===== src/rtl/rand_pkg.sv =====
// Shared definitions for the random-request scheduler: FSM encoding and default sizes.
package rand_pkg;

  typedef enum logic [1:0] {
    S_IDLE  = 2'd0,
    S_START = 2'd1,
    S_WAIT  = 2'd2,
    S_RESP  = 2'd3
  } state_t;

  localparam int DEF_WIDTH   = 8;
  localparam int DEF_TIMEOUT = 32;

endpackage


===== src/rtl/rr_arbiter_comb.sv =====
// Combinational round-robin pick: first set request at or above rr_ptr, with wrap.
module rr_arbiter_comb #(
  parameter int NREQ = 4,
  localparam int IW  = $clog2(NREQ)
) (
  input  logic [NREQ-1:0] req,
  input  logic [IW-1:0]   rr_ptr,
  output logic [NREQ-1:0] grant,
  output logic [IW-1:0]   idx,
  output logic            any
);

  logic [IW:0]   sum;
  logic [IW-1:0] pos;

  always_comb begin
    grant = '0;
    idx   = '0;
    any   = 1'b0;
    sum   = '0;
    pos   = '0;
    for (int i = 0; i < NREQ; i++) begin
      sum = {1'b0, rr_ptr} + (IW+1)'(i);
      if (sum >= (IW+1)'(NREQ)) sum = sum - (IW+1)'(NREQ);
      pos = sum[IW-1:0];
      if (!any && req[pos]) begin
        any        = 1'b1;
        grant[pos] = 1'b1;
        idx        = pos;
      end
    end
  end

endmodule


===== src/rtl/rand_req_scheduler.sv =====
// Shares one random-number generator among NREQ requesters: arbitrate, start,
// wait for done (with watchdog), and return the captured value to the winner.
module rand_req_scheduler
  import rand_pkg::*;
#(
  parameter int NREQ    = 4,
  parameter int WIDTH   = DEF_WIDTH,
  parameter int TIMEOUT = DEF_TIMEOUT
) (
  input  logic             clk,
  input  logic             rst,
  input  logic [NREQ-1:0]  req,
  output logic [NREQ-1:0]  gnt,
  output logic [NREQ-1:0]  rsp_valid,
  output logic [WIDTH-1:0] rsp_data,
  output logic             rsp_err,
  output logic             busy,
  output logic             gen_start,
  input  logic             gen_done,
  input  logic [WIDTH-1:0] gen_data
);

  localparam int IW = $clog2(NREQ);
  localparam int CW = $clog2(TIMEOUT);

  // Handshake: req is a level held until the matching rsp_valid strobe; gnt
  // marks ownership from arbitration to the end of RESP; gen_start/gen_done
  // are single-cycle pulses and gen_data is only sampled with gen_done in WAIT.

  state_t          state;
  logic [IW-1:0]   rr_ptr;
  logic [IW-1:0]   gidx;
  logic [CW-1:0]   wd_cnt;

  logic [NREQ-1:0] arb_gnt;
  logic [IW-1:0]   arb_idx;
  logic            arb_any;

  rr_arbiter_comb #(.NREQ(NREQ)) u_arb (
    .req    (req),
    .rr_ptr (rr_ptr),
    .grant  (arb_gnt),
    .idx    (arb_idx),
    .any    (arb_any)
  );

  always_ff @(posedge clk or posedge rst) begin
    if (rst) begin
      state     <= S_IDLE;
      rr_ptr    <= '0;
      gidx      <= '0;
      gnt       <= '0;
      rsp_valid <= '0;
      rsp_data  <= '0;
      rsp_err   <= 1'b0;
      gen_start <= 1'b0;
      busy      <= 1'b0;
      wd_cnt    <= '0;
    end else begin
      case (state)
        S_IDLE: begin
          if (arb_any) begin
            gnt       <= arb_gnt;
            gidx      <= arb_idx;
            gen_start <= 1'b1;
            busy      <= 1'b1;
            state     <= S_START;
          end
        end
        S_START: begin
          gen_start <= 1'b0;
          wd_cnt    <= '0;
          state     <= S_WAIT;
        end
        S_WAIT: begin
          if (wd_cnt != '1) wd_cnt <= wd_cnt + CW'(1);
          // done is tested first so it wins a tie with the watchdog
          if (gen_done) begin
            rsp_data  <= gen_data;
            rsp_err   <= 1'b0;
            rsp_valid <= gnt;
            state     <= S_RESP;
          end else if (wd_cnt == CW'(TIMEOUT - 1)) begin
            rsp_data  <= '0;
            rsp_err   <= 1'b1;
            rsp_valid <= gnt;
            state     <= S_RESP;
          end
        end
        S_RESP: begin
          rsp_valid <= '0;
          gnt       <= '0;
          busy      <= 1'b0;
          rr_ptr    <= (gidx == IW'(NREQ - 1)) ? '0 : gidx + IW'(1);
          state     <= S_IDLE;
        end
        default: state <= S_IDLE;
      endcase
    end
  end

endmodule


===== config.mk =====
export PLATFORM = sky130hd
export DESIGN_NAME = rand_req_scheduler
export DESIGN_NICKNAME = d
export VERILOG_FILES = /design/src/rtl/rand_pkg.sv /design/src/rtl/rr_arbiter_comb.sv /design/src/rtl/rand_req_scheduler.sv
export SDC_FILE = /design/constraint.sdc
export NUM_CORES = 1
export LEC_CHECK = 0
export BUFFER_PORTS_ARGS = -buffer_cell sky130_fd_sc_hd__buf_2
export CELL_PAD_IN_SITES_DETAIL_PLACEMENT = 0
export CELL_PAD_IN_SITES_GLOBAL_PLACEMENT = 1
export CORE_MARGIN = 1
export CORE_UTILIZATION = 40
export CTS_BUF_LIST = sky130_fd_sc_hd__clkbuf_4
export CTS_CLUSTER_SIZE = 12
export DETAILED_ROUTE_END_ITERATION = 6
export HOLD_SLACK_MARGIN = 0.1
export PLACE_DENSITY = 0.88
export SLEW_MARGIN = 25
export SYNTH_ARGS = -nofsm -noshare
export SYNTH_HDL_FRONTEND = slang
export SYNTH_SLANG_ARGS = --single-unit

===== constraint.sdc =====
create_clock -name clk -period 2.6 [get_ports clk]
set_input_delay 0.26 -clock clk [delete_from_list [all_inputs] [get_ports clk]]
set_output_delay 0.26 -clock clk [all_outputs]
set_load 0.03 [all_outputs]

## Word-level counts from Yosys, hierarchy flattened

Cells that the tools add are included.

- Output and inout bits: 19
- Flip-flop bits (word level): 30

- Eq/ne operators: 9
- Bitwise logic cells: 3
- Reduce and logical (&&, ||, !) cells: 23
- Muxes and demuxes: 51
- Magnitude comparators: 12
- $add $sub $neg: 9

Operators with widths:

| kind | count |
|---|---|
| 4-bit 2-to-1 mux | 7 |
| 2-bit 2-to-1 mux | 12 |
| 8-bit 2-to-1 mux | 2 |
| 4-bit case mux with 2 select lines | 2 |
| 1-bit 2-to-1 mux | 15 |
| 2-bit AND reduction | 7 |
| 2-bit by 3-bit < comparator with 1-bit output, second input constant | 4 |
| 4-bit OR | 3 |
| 5-bit case mux with 2 select lines | 1 |
| 2-bit nonzero test | 5 |
| 3-bit greater-or-equal comparator, second input constant | 3 |
| 1-bit binary-select mux with 2-bit select | 4 |
| 1-bit demux with 2-bit select | 4 |
| 2-bit by 1-bit greater-or-equal comparator with 1-bit output, second input constant | 4 |
| 2-bit case mux with 4 select lines | 1 |
| 2-bit by 1-bit subtractor with 2-bit output, second input constant | 4 |
| 1-bit logical AND | 7 |
| 2-bit by 2-bit adder with 3-bit output, second input constant | 2 |
| 2-bit == test, second input constant | 3 |
| 5-bit by 1-bit adder with 5-bit output, second input constant | 1 |
| 5-bit == test, second input constant | 1 |
| 5-bit 2-to-1 mux | 1 |
| 5-bit != test, second input constant | 1 |
| 2-bit != test, second input constant | 2 |
| other kinds (8) | 11 |

## Longest topological paths before layout

Gate-level depths: netlist of run 1.

- Word-level depth: 16
- Mapped depth: 8
- Gate-level depth less buffers: 7

## Modules after synthesis

From an unflattened synthesis of run 1, not the netlist that was laid out.

- Cell total of the unflattened synthesis: 150
- Area, all modules: 1774.2 um2

By module, submodules not included:

| module | instances | seq. area each (um2) | area an instance (um2) | cells an instance |
|---|---|---|---|---|
| rand_req_scheduler | 1 | 750.7 | 1352.5 | 105 |
| rr_arbiter_comb | 1 | 0.0 | 421.7 | 45 |

## Worst setup path before layout of run 1

Ideal clock, no wire load.

- Path type: register to register
- Start point: reg rr_ptr[0]
- End point: reg gidx[0]
- Stages on the path, launching flop included: 9
- Path slack: 0.084 ns
- Data required time: 2.459 ns
- Setup time: 0.141 ns
- Data arrival time: 2.376 ns
- Path buffers: 2
- Cell sequence: dfrtp_1 buf_2 inv_1 ha_1 buf_2 mux4_2 nor2b_1 o311ai_1 o311ai_1

- Word-level cells in the longest chain between the ends: 15
- Elaborated cells on any way between the ends: 38
- Those cells by class: add/sub: 7; order compare: 4; mux: 20; reduce/logical: 7

Ends and longest elaborated chain:

| item | line | text |
|---|---|---|
| from (decl) | rand_req_scheduler.sv:31 | `logic [IW-1:0] rr_ptr;` |
| from (signal assigned) | rand_req_scheduler.sv:94 | `rr_ptr <= (gidx == IW'(NREQ - 1)) ? '0 : gidx + IW'(1);` |
| branches (longest 15 deep; another with 2-bit by 1-bit adder with 3-bit output) | -- |  |
| to (signal assigned) | rand_req_scheduler.sv:64 | `gidx <= arb_idx;` |
| to (decl) | rand_req_scheduler.sv:32 | `logic [IW-1:0] gidx;` |

Parallel ways; which one is timed is not known. The select of a mux whose other input is x is not followed.
A chain may end at the register's enable or synchronous reset.

## Final worst setup path of run 1

- Start point: reg rr_ptr[1]
- End point: reg gidx[0]

Same word-level chain as after synthesis.

==> impl_metrics.csv, run 1 <==
group,metric,value,unit
run_status,run_status,"finished, final reports clean",
cts,insertion_delay,0.32,ns
routing,drt-vias-per-instance,5.58,
flow_run,cap_violations,0,
layout,post-route-util,49.2,%
cts,cts_max_level,2,
routing,finalWirelength,4.21,mm
routing,ant_nets,0,
critical_path,cp_max_fo,5,
floorplanning,core,4470,um2
routing,firstDrtPassIters,4,
timing,timing.setup.tns,0,ns
cts,numCtsBuffers,5,
cts,clkSinkCount,30,
timing,tightest_slew,0.585,ns
placement,place_inst,275,
yosys,seq_area_frac_synth,39.0,%
floorplanning,chipWidth,71.4,um
layout,antennaDiodeCount,0,
power_and_ir_drop,vdd_drop_max,0.000494,V
yosys,synthCells,195,
yosys,synth-edff-count,0,
worst_hold_path,hold_path_depth,2,
timing,whs,0.152,ns
yosys,synth_warnings,0,
timing,finalSetupViolCount,0,
timing,max-slew-margin-rel,60.4,%
cts,clk_pin_slew_worst_paths,0.10,ns
yosys,synthTopCellsByArea,"dfrtp_1 39%, ha_1 10%, o21ai_0 5.5%",
power_and_ir_drop,cellLeakagePower,0.00105,uW
layout,nets,262,
global_routing,globalRouteTotalUtil,18.5,%
critical_path,arrival,2.29,ns
power_and_ir_drop,power_density,1210,nW/um2
timing,finClkSkew,0.0123,ns
placement,routabilityCongestion,0.921,
yosys,ys_async_sr_fraction,100,%
timing,final-hold-violation-count,0,
floorplanning,die_area,5090,um2
timing,maxSlewViolCount,0,
yosys,synth_commonest_cells,"30 x dfrtp_1, 21 x o21ai_0, 16 x ha_1, 15 x inv_1, 14 x nand2_1",
layout,syn2layout_area_growth,14.4,%
yosys,syn_area,1920,um2
timing,max_freq,474,MHz
yosys,synth_nets,226,
cts,cts_tree,"yes",
critical_path,reg2reg_depth,6,
timing,rsz0062_at_grt,"false",
yosys,synth_top_area_share,39.0,%
layout,stdcell_count,284,
global_routing,grt_max_degree,31,
layout,drive_above_1_share,24.1,%
worst_hold_path,hold_class,"primary input to flop",
global_routing,gr-total-overflow,0,
yosys,synth-seq-cells,30,
critical_path,cp.required,2.79,ns
global_routing,grt_pass1_vias,1518,
routing,wire_per_inst,14.8,um
yosys,synth_most_common_cell,"dfrtp_1",
yosys,syn_area_per_cell,9.87,um2
critical_path,critPathLaunchType,"flop",
floorplanning,ios,34,
yosys,synthDistinctLibCells,45,
critical_path,crit_type,"flop to flop",
critical_path,endpoint_kind,"flop",
global_routing,grt_first_pass_wirelength,7.40,mm
routing,drt-initial-drc-count,166,
yosys,yosysTopAreaCell,"dfrtp_1",
timing,fin_crit,2.11,ns
placement,place.port_buffers,33,
placement,dp_slack,0.526,ns
timing,postLayoutSetupSlackWorst,0.492,ns
cts,cts_buffer_depth,2,
yosys,yosys_most_used_dff,"dfrtp_1",
timing,finalCritPeriodShare,81.1,%
routing,drcViolationCount,0,
cts,cts-resized-gates,0,
routing,vias,1584,
floorplanning,fp.dieH,71.4,um
global_routing,antenna_found_initial,0,
floorplanning,initial_core_util,43.0,%
placement,dp_hpwl,3.08,mm
floorplanning,num_rows,24,
cts,root_buffer,"clkbuf_4",
-- cell usage in the layout (no fill, tap or decap), drive strengths merged, types with 2 or more instances in the layout --
master,instances
ha,16
or3b,2
a22o,10
o32a,2
clkbuf,6
nand2b,2
and2,2
a21oi,11
buf,39
nor3b,2
o311ai,3
a32oi,8
mux2i,2
nor2,11
o21ai,22
a22oi,4
nand2,14
mux2,2
clkinv,2
dfrtp,30
nor2b,6
o22ai,3
inv,15
mux4,2
-- per-stage QoR --
stage	instance area [um2]	power, uW
2_1_floorplan	1920	1970
3_3_place_gp	2140	2390
3_5_place_dp	2140	2400
4_1_cts	2200	2680
5_1_grt	2200	2920
6_report	2200	2670
-- registers in the layout, indices dropped and copies added, names as in the netlist --
signal	flops
gnt	4
rr_ptr	2
rsp_data	8
wd_cnt	5
gen_start	1
state	2
gidx	2
rsp_err	1
rsp_valid	4
busy	1
-- report_power, final --
group | leakage, uW | switching (uW) | internal (uW) | total (uW)
sequential | 0.000385 | 149 | 660 | 809
combinational | 0.000628 | 977 | 616 | 1590
clock | 0.0000331 | 153 | 112 | 265
total | 0.00105 | 1280 | 1390 | 2670
-- layout make-up --
type                    count  area, um2
clock buffers               6       45.0
clock inverters             2       8.76
fillers                   430       2270
inverters                  15       56.3
multi-input cells         139       1050
flip-flops and latches     30        751
well taps                  52       65.1
repair buffers             40        220
-- final timing paths --
| kind | startpoint | to | slack, ns |
|---|---|---|---|
| setup reg to reg | rr_ptr[1] | gidx[0] | 0.49 |
| max in group asynchronous | rst | rsp_valid[2] | 1.78 |
| hold reg to reg | rsp_data[2] | rsp_data[2] | 0.50 |
| min in group asynchronous | rst | rsp_data[3] | 0.54 |
| setup / recovery | rr_ptr[1] | gidx[0] | 0.49 |
| hold / removal | gen_data[3] | rsp_data[3] | 0.15 |
-- metal layers --
layer / global-route usage (%) / up-vias / wire, um
li1: - / 796 / -
met3: 3.94 / 5 / 163
met4: 6.44 / 0 / 50
met5: 0 / - / 0
met2: 26.2 / 39 / 1860
met1: 27.6 / 744 / 2130
-- critical path, stage by stage, from the launching register on --
cell	delay (ns)
dfrtp_1	0.35
inv_1	0.10
ha_1	0.33
mux4_2	0.56
nor2b_1	0.22
o311ai_1	0.27
o311ai_1	0.15
-- cell families after synthesis --
| family | synth area share [%] |
|---|---|
| compound gates | 26.1 |
| simple gates | 13.3 |
| flops | 39.0 |
| buf+inv | 6.18 |
| fa+ha+maj | 10.4 |
| mux | 4.94 |
-- repair_timing --
| action | in CTS | in global routing |
|---|---|---|
| setup buffers | 0 | 0 |
| hold buffers | 1 | 0 |
| endpoints found under the hold margin | 30 | 0 |
Power figures use the tool's default switching activity.
==> inputs of run 2 (changes only) <==
Settings changed: ABC_AREA set to 1, CORE_UTILIZATION 40 to 42, PLACE_DENSITY 0.88 to 0.92.
Clock period 2.6 ns to 2.1 ns, I/O delays scaled along.
==> run 2 against run 1 <==
Clock power increased by 22%; sequential power grew 17%; global-route usage fell by 1.3 points; flip-flop and latch count is the same.
==> impl_metrics.csv, run 2 <==
group,metric,value,unit
timing,maxSlewViolCount,0,
yosys,synth_nets,260,
power_and_ir_drop,vdd_drop_max,0.000544,V
yosys,yosys_most_used_dff,"dfrtp_1",
yosys,seq_area_frac_synth,41.1,%
timing,finalSetupViolCount,0,
critical_path,cp_num_buf_inv,2,
worst_hold_path,hold_path_depth,3,
power_and_ir_drop,cellLeakagePower,0.00120,uW
layout,nets,307,
routing,drcViolationCount,0,
cts,cts_buffer_depth,2,
flow_run,cap_violations,0,
floorplanning,ios,34,
global_routing,antenna_found_initial,0,
critical_path,critPathLaunchType,"flop",
critical_path,crit_type,"flop to flop",
yosys,synthCells,229,
worst_hold_path,hold_class,"primary input to flop",
yosys,syn_area_per_cell,7.98,um2
global_routing,globalRouteTotalUtil,17.1,%
floorplanning,die_area,4620,um2
placement,place.port_buffers,33,
timing,postLayoutSetupSlackWorst,0.238,ns
critical_path,r2r_slack,0.24,ns
critical_path,critPathMostFrequentCell,"nand2_1",
layout,antennaDiodeCount,0,
routing,drt-vias-per-instance,4.79,
yosys,synthDistinctLibCells,24,
floorplanning,initial_core_util,44.7,%
timing,fin_crit,1.86,ns
critical_path,arrival,2.07,ns
layout,layout_top_registers,"rsp_data x8, wd_cnt x5",
timing,rsz0062_at_grt,"false",
global_routing,grt_max_degree,31,
layout,largest_register,"rsp_data",
timing,max_freq,537,MHz
yosys,synth_most_common_cell,"nand2_1",
yosys,synth-edff-count,0,
layout,register_area,751,um2
yosys,synth_top_area_share,41.1,%
critical_path,crit_chain,"inv_2 -> ha_1 -> inv_1 -> nand2_1 -> nand2_1 -> nor2_4 -> nand3_2 -> nand2_2 -> nor2_2 -> nand2_1 -> nand2_1",
cts,cts_tree,"yes",
routing,vias,1566,
placement,dp_hpwl,2.70,mm
critical_path,cpMaxStageDelayCell,"dfrtp_1",
yosys,synth_commonest_cells,"71 x nand2_1, 32 x nand3_1, 30 x dfrtp_1, 21 x inv_1, 16 x ha_1",
critical_path,endpoint_kind,"flop",
floorplanning,fp.dieH,68.0,um
yosys,synth_warnings,0,
layout,final_cell_mix,"71 x nand2_1, 33 x buf_2, 32 x nand3_1",
critical_path,cp_top_family,"simple AND/OR/NAND/NOR gates",
layout,n_fill_cell,420,
routing,firstDrtPassIters,4,
cts,clkSinkCount,30,
cts,cts_max_level,2,
placement,dp_slack,0.222,ns
yosys,synthTopCellsByArea,"dfrtp_1 41%, nand2_1 15%, ha_1 11%",
routing,wire_per_inst,11.0,um
timing,tightest_slew,0.392,ns
cts,root_buffer,"clkbuf_4",
critical_path,cp.required,2.31,ns
layout,layout_commonest_cell,"nand2_1",
cts,post-cts-setup-buffers,0,
critical_path,cp_max_fo,12,
critical_path,r2r-start,"rr_ptr[0]",
timing,finalCritPeriodShare,88.7,%
yosys,yosysTopAreaCell,"dfrtp_1",
global_routing,grt_first_pass_wirelength,5.86,mm
placement,routabilityCongestion,0.833,
critical_path,crit_path_end,"gnt[2]",
critical_path,cp.depth,11,
floorplanning,num_rows,23,
layout,multi_input_area,958,um2
timing,timing.setup.tns,0,ns
timing,finClkSkew,0.0108,ns
run_status,run_status,"finished, final reports clean",
critical_path,reg2reg_depth,11,
global_routing,grt_pass1_vias,1376,
yosys,ys_async_sr_fraction,100,%
layout,drive_above_1_share,23.1,%
timing,final-hold-violation-count,0,
floorplanning,chipWidth,68.0,um
power_and_ir_drop,power_density,1550,nW/um2
cts,clk_pin_slew_worst_paths,0.10,ns
critical_path,crit_path_start,"rr_ptr[0]",
critical_path,rr_endpoint,"gnt[2]",
critical_path,cpPeakStageDelay,0.37,ns
cts,numCtsBuffers,5,
layout,largest_reg_flops,8,
routing,drt-initial-drc-count,62,
cts,insertion_delay,0.31,ns
layout,syn2layout_area_growth,18.9,%
floorplanning,core,4090,um2
yosys,synth-seq-cells,30,
yosys,syn_area,1830,um2
global_routing,gr-total-overflow,0,
routing,ant_nets,0,
timing,max-slew-margin-rel,73.6,%
routing,finalWirelength,3.61,mm
-- run 2: cell count changes after synthesis, moves of 6 or more --
cell     before  now
a22o_1       10    0
o21ai_0      21   11
inv_1        15   21
nand2_1      14   71
nand4_1       0    6
a32oi_1       8    0
nor2b_1       6    0
nand3_1       0   32
-- run 2: area by class of cell --
type | count | area share, %
Tap cell | 50 | 2.88
Sequential cell | 30 | 34.5
Timing Repair Buffer | 44 | 11.9
Multi-Input combinational cell | 171 | 44.1
Clock inverter | 2 | 0.403
Clock buffer | 6 | 2.07
Inverter | 24 | 4.15
-- run 2: worst min-delay path by stage --
stage | to | from
after global routing | rsp_data[5] | gen_data[5]
after CTS | rsp_data[5] | gen_data[5]
after global placement | wd_cnt[3] | rst
after floorplan | busy | rst
final | rsp_data[5] | gen_data[5]
after detailed placement | wd_cnt[3] | rst
-- run 2: cell families (layout without fill, tap and decap cells) --
group                    count (synthesis)  after routing  share of synthesized area (%)
adder cells (fa/ha/maj)                 16             16                           11.0
AO/OA/AOI/OAI                           27             27                           8.90
buffers and inverters                   28             76                           6.64
AND/OR/NAND/NOR                        128            128                           32.4
flip-flops                              30             30                           41.1
-- run 2: timing repair --
action                     in CTS  in global routing
hold buffers                    1                  3
setup endpoints to repair       0                  1
gates resized for setup         0                  1
hold endpoints to repair       30                  3
-- run 2: per-stage QoR --
stage	cells	power, uW	util (%)	cell area, um2	hold slack, ns
6_report	327	3370	53.2	2170	0.116
5_1_grt	327	3750	53.2	2170	0.100
4_1_cts	324	3400	52.4	2140	0.103
3_5_place_dp	315	3060	50.8	2080	0.310
3_3_place_gp	315	3040	50.8	2080	0.301
2_1_floorplan	229	2580	-	1830	0.301
-- run 2: worst min-delay path, stage by stage --
cell and delay, ns:
buf_2 0.07, nand3_1 0.06, nand2_1 0.06
-- run 2: report_power, final --
group          leakage, uW  switching, uW  total, uW  internal [uW]
Sequential        0.000384            134        948            814
Combinational     0.000786           1420       2100            685
Clock            0.0000331            185        324            139
Total              0.00120           1740       3370           1640
-- run 2: routing by layer --
metal | vias up | track usage [%] | wire, um | share of wire [%]
li1 | 841 | - | - | -
met1 | 693 | 22.4 | 1870 | 52
met2 | 30 | 26.1 | 1590 | 44
met3 | 2 | 6.00 | 115 | 3.2
met4 | 0 | 5.47 | 32 | 0.89
met5 | - | 0 | 0 | 0
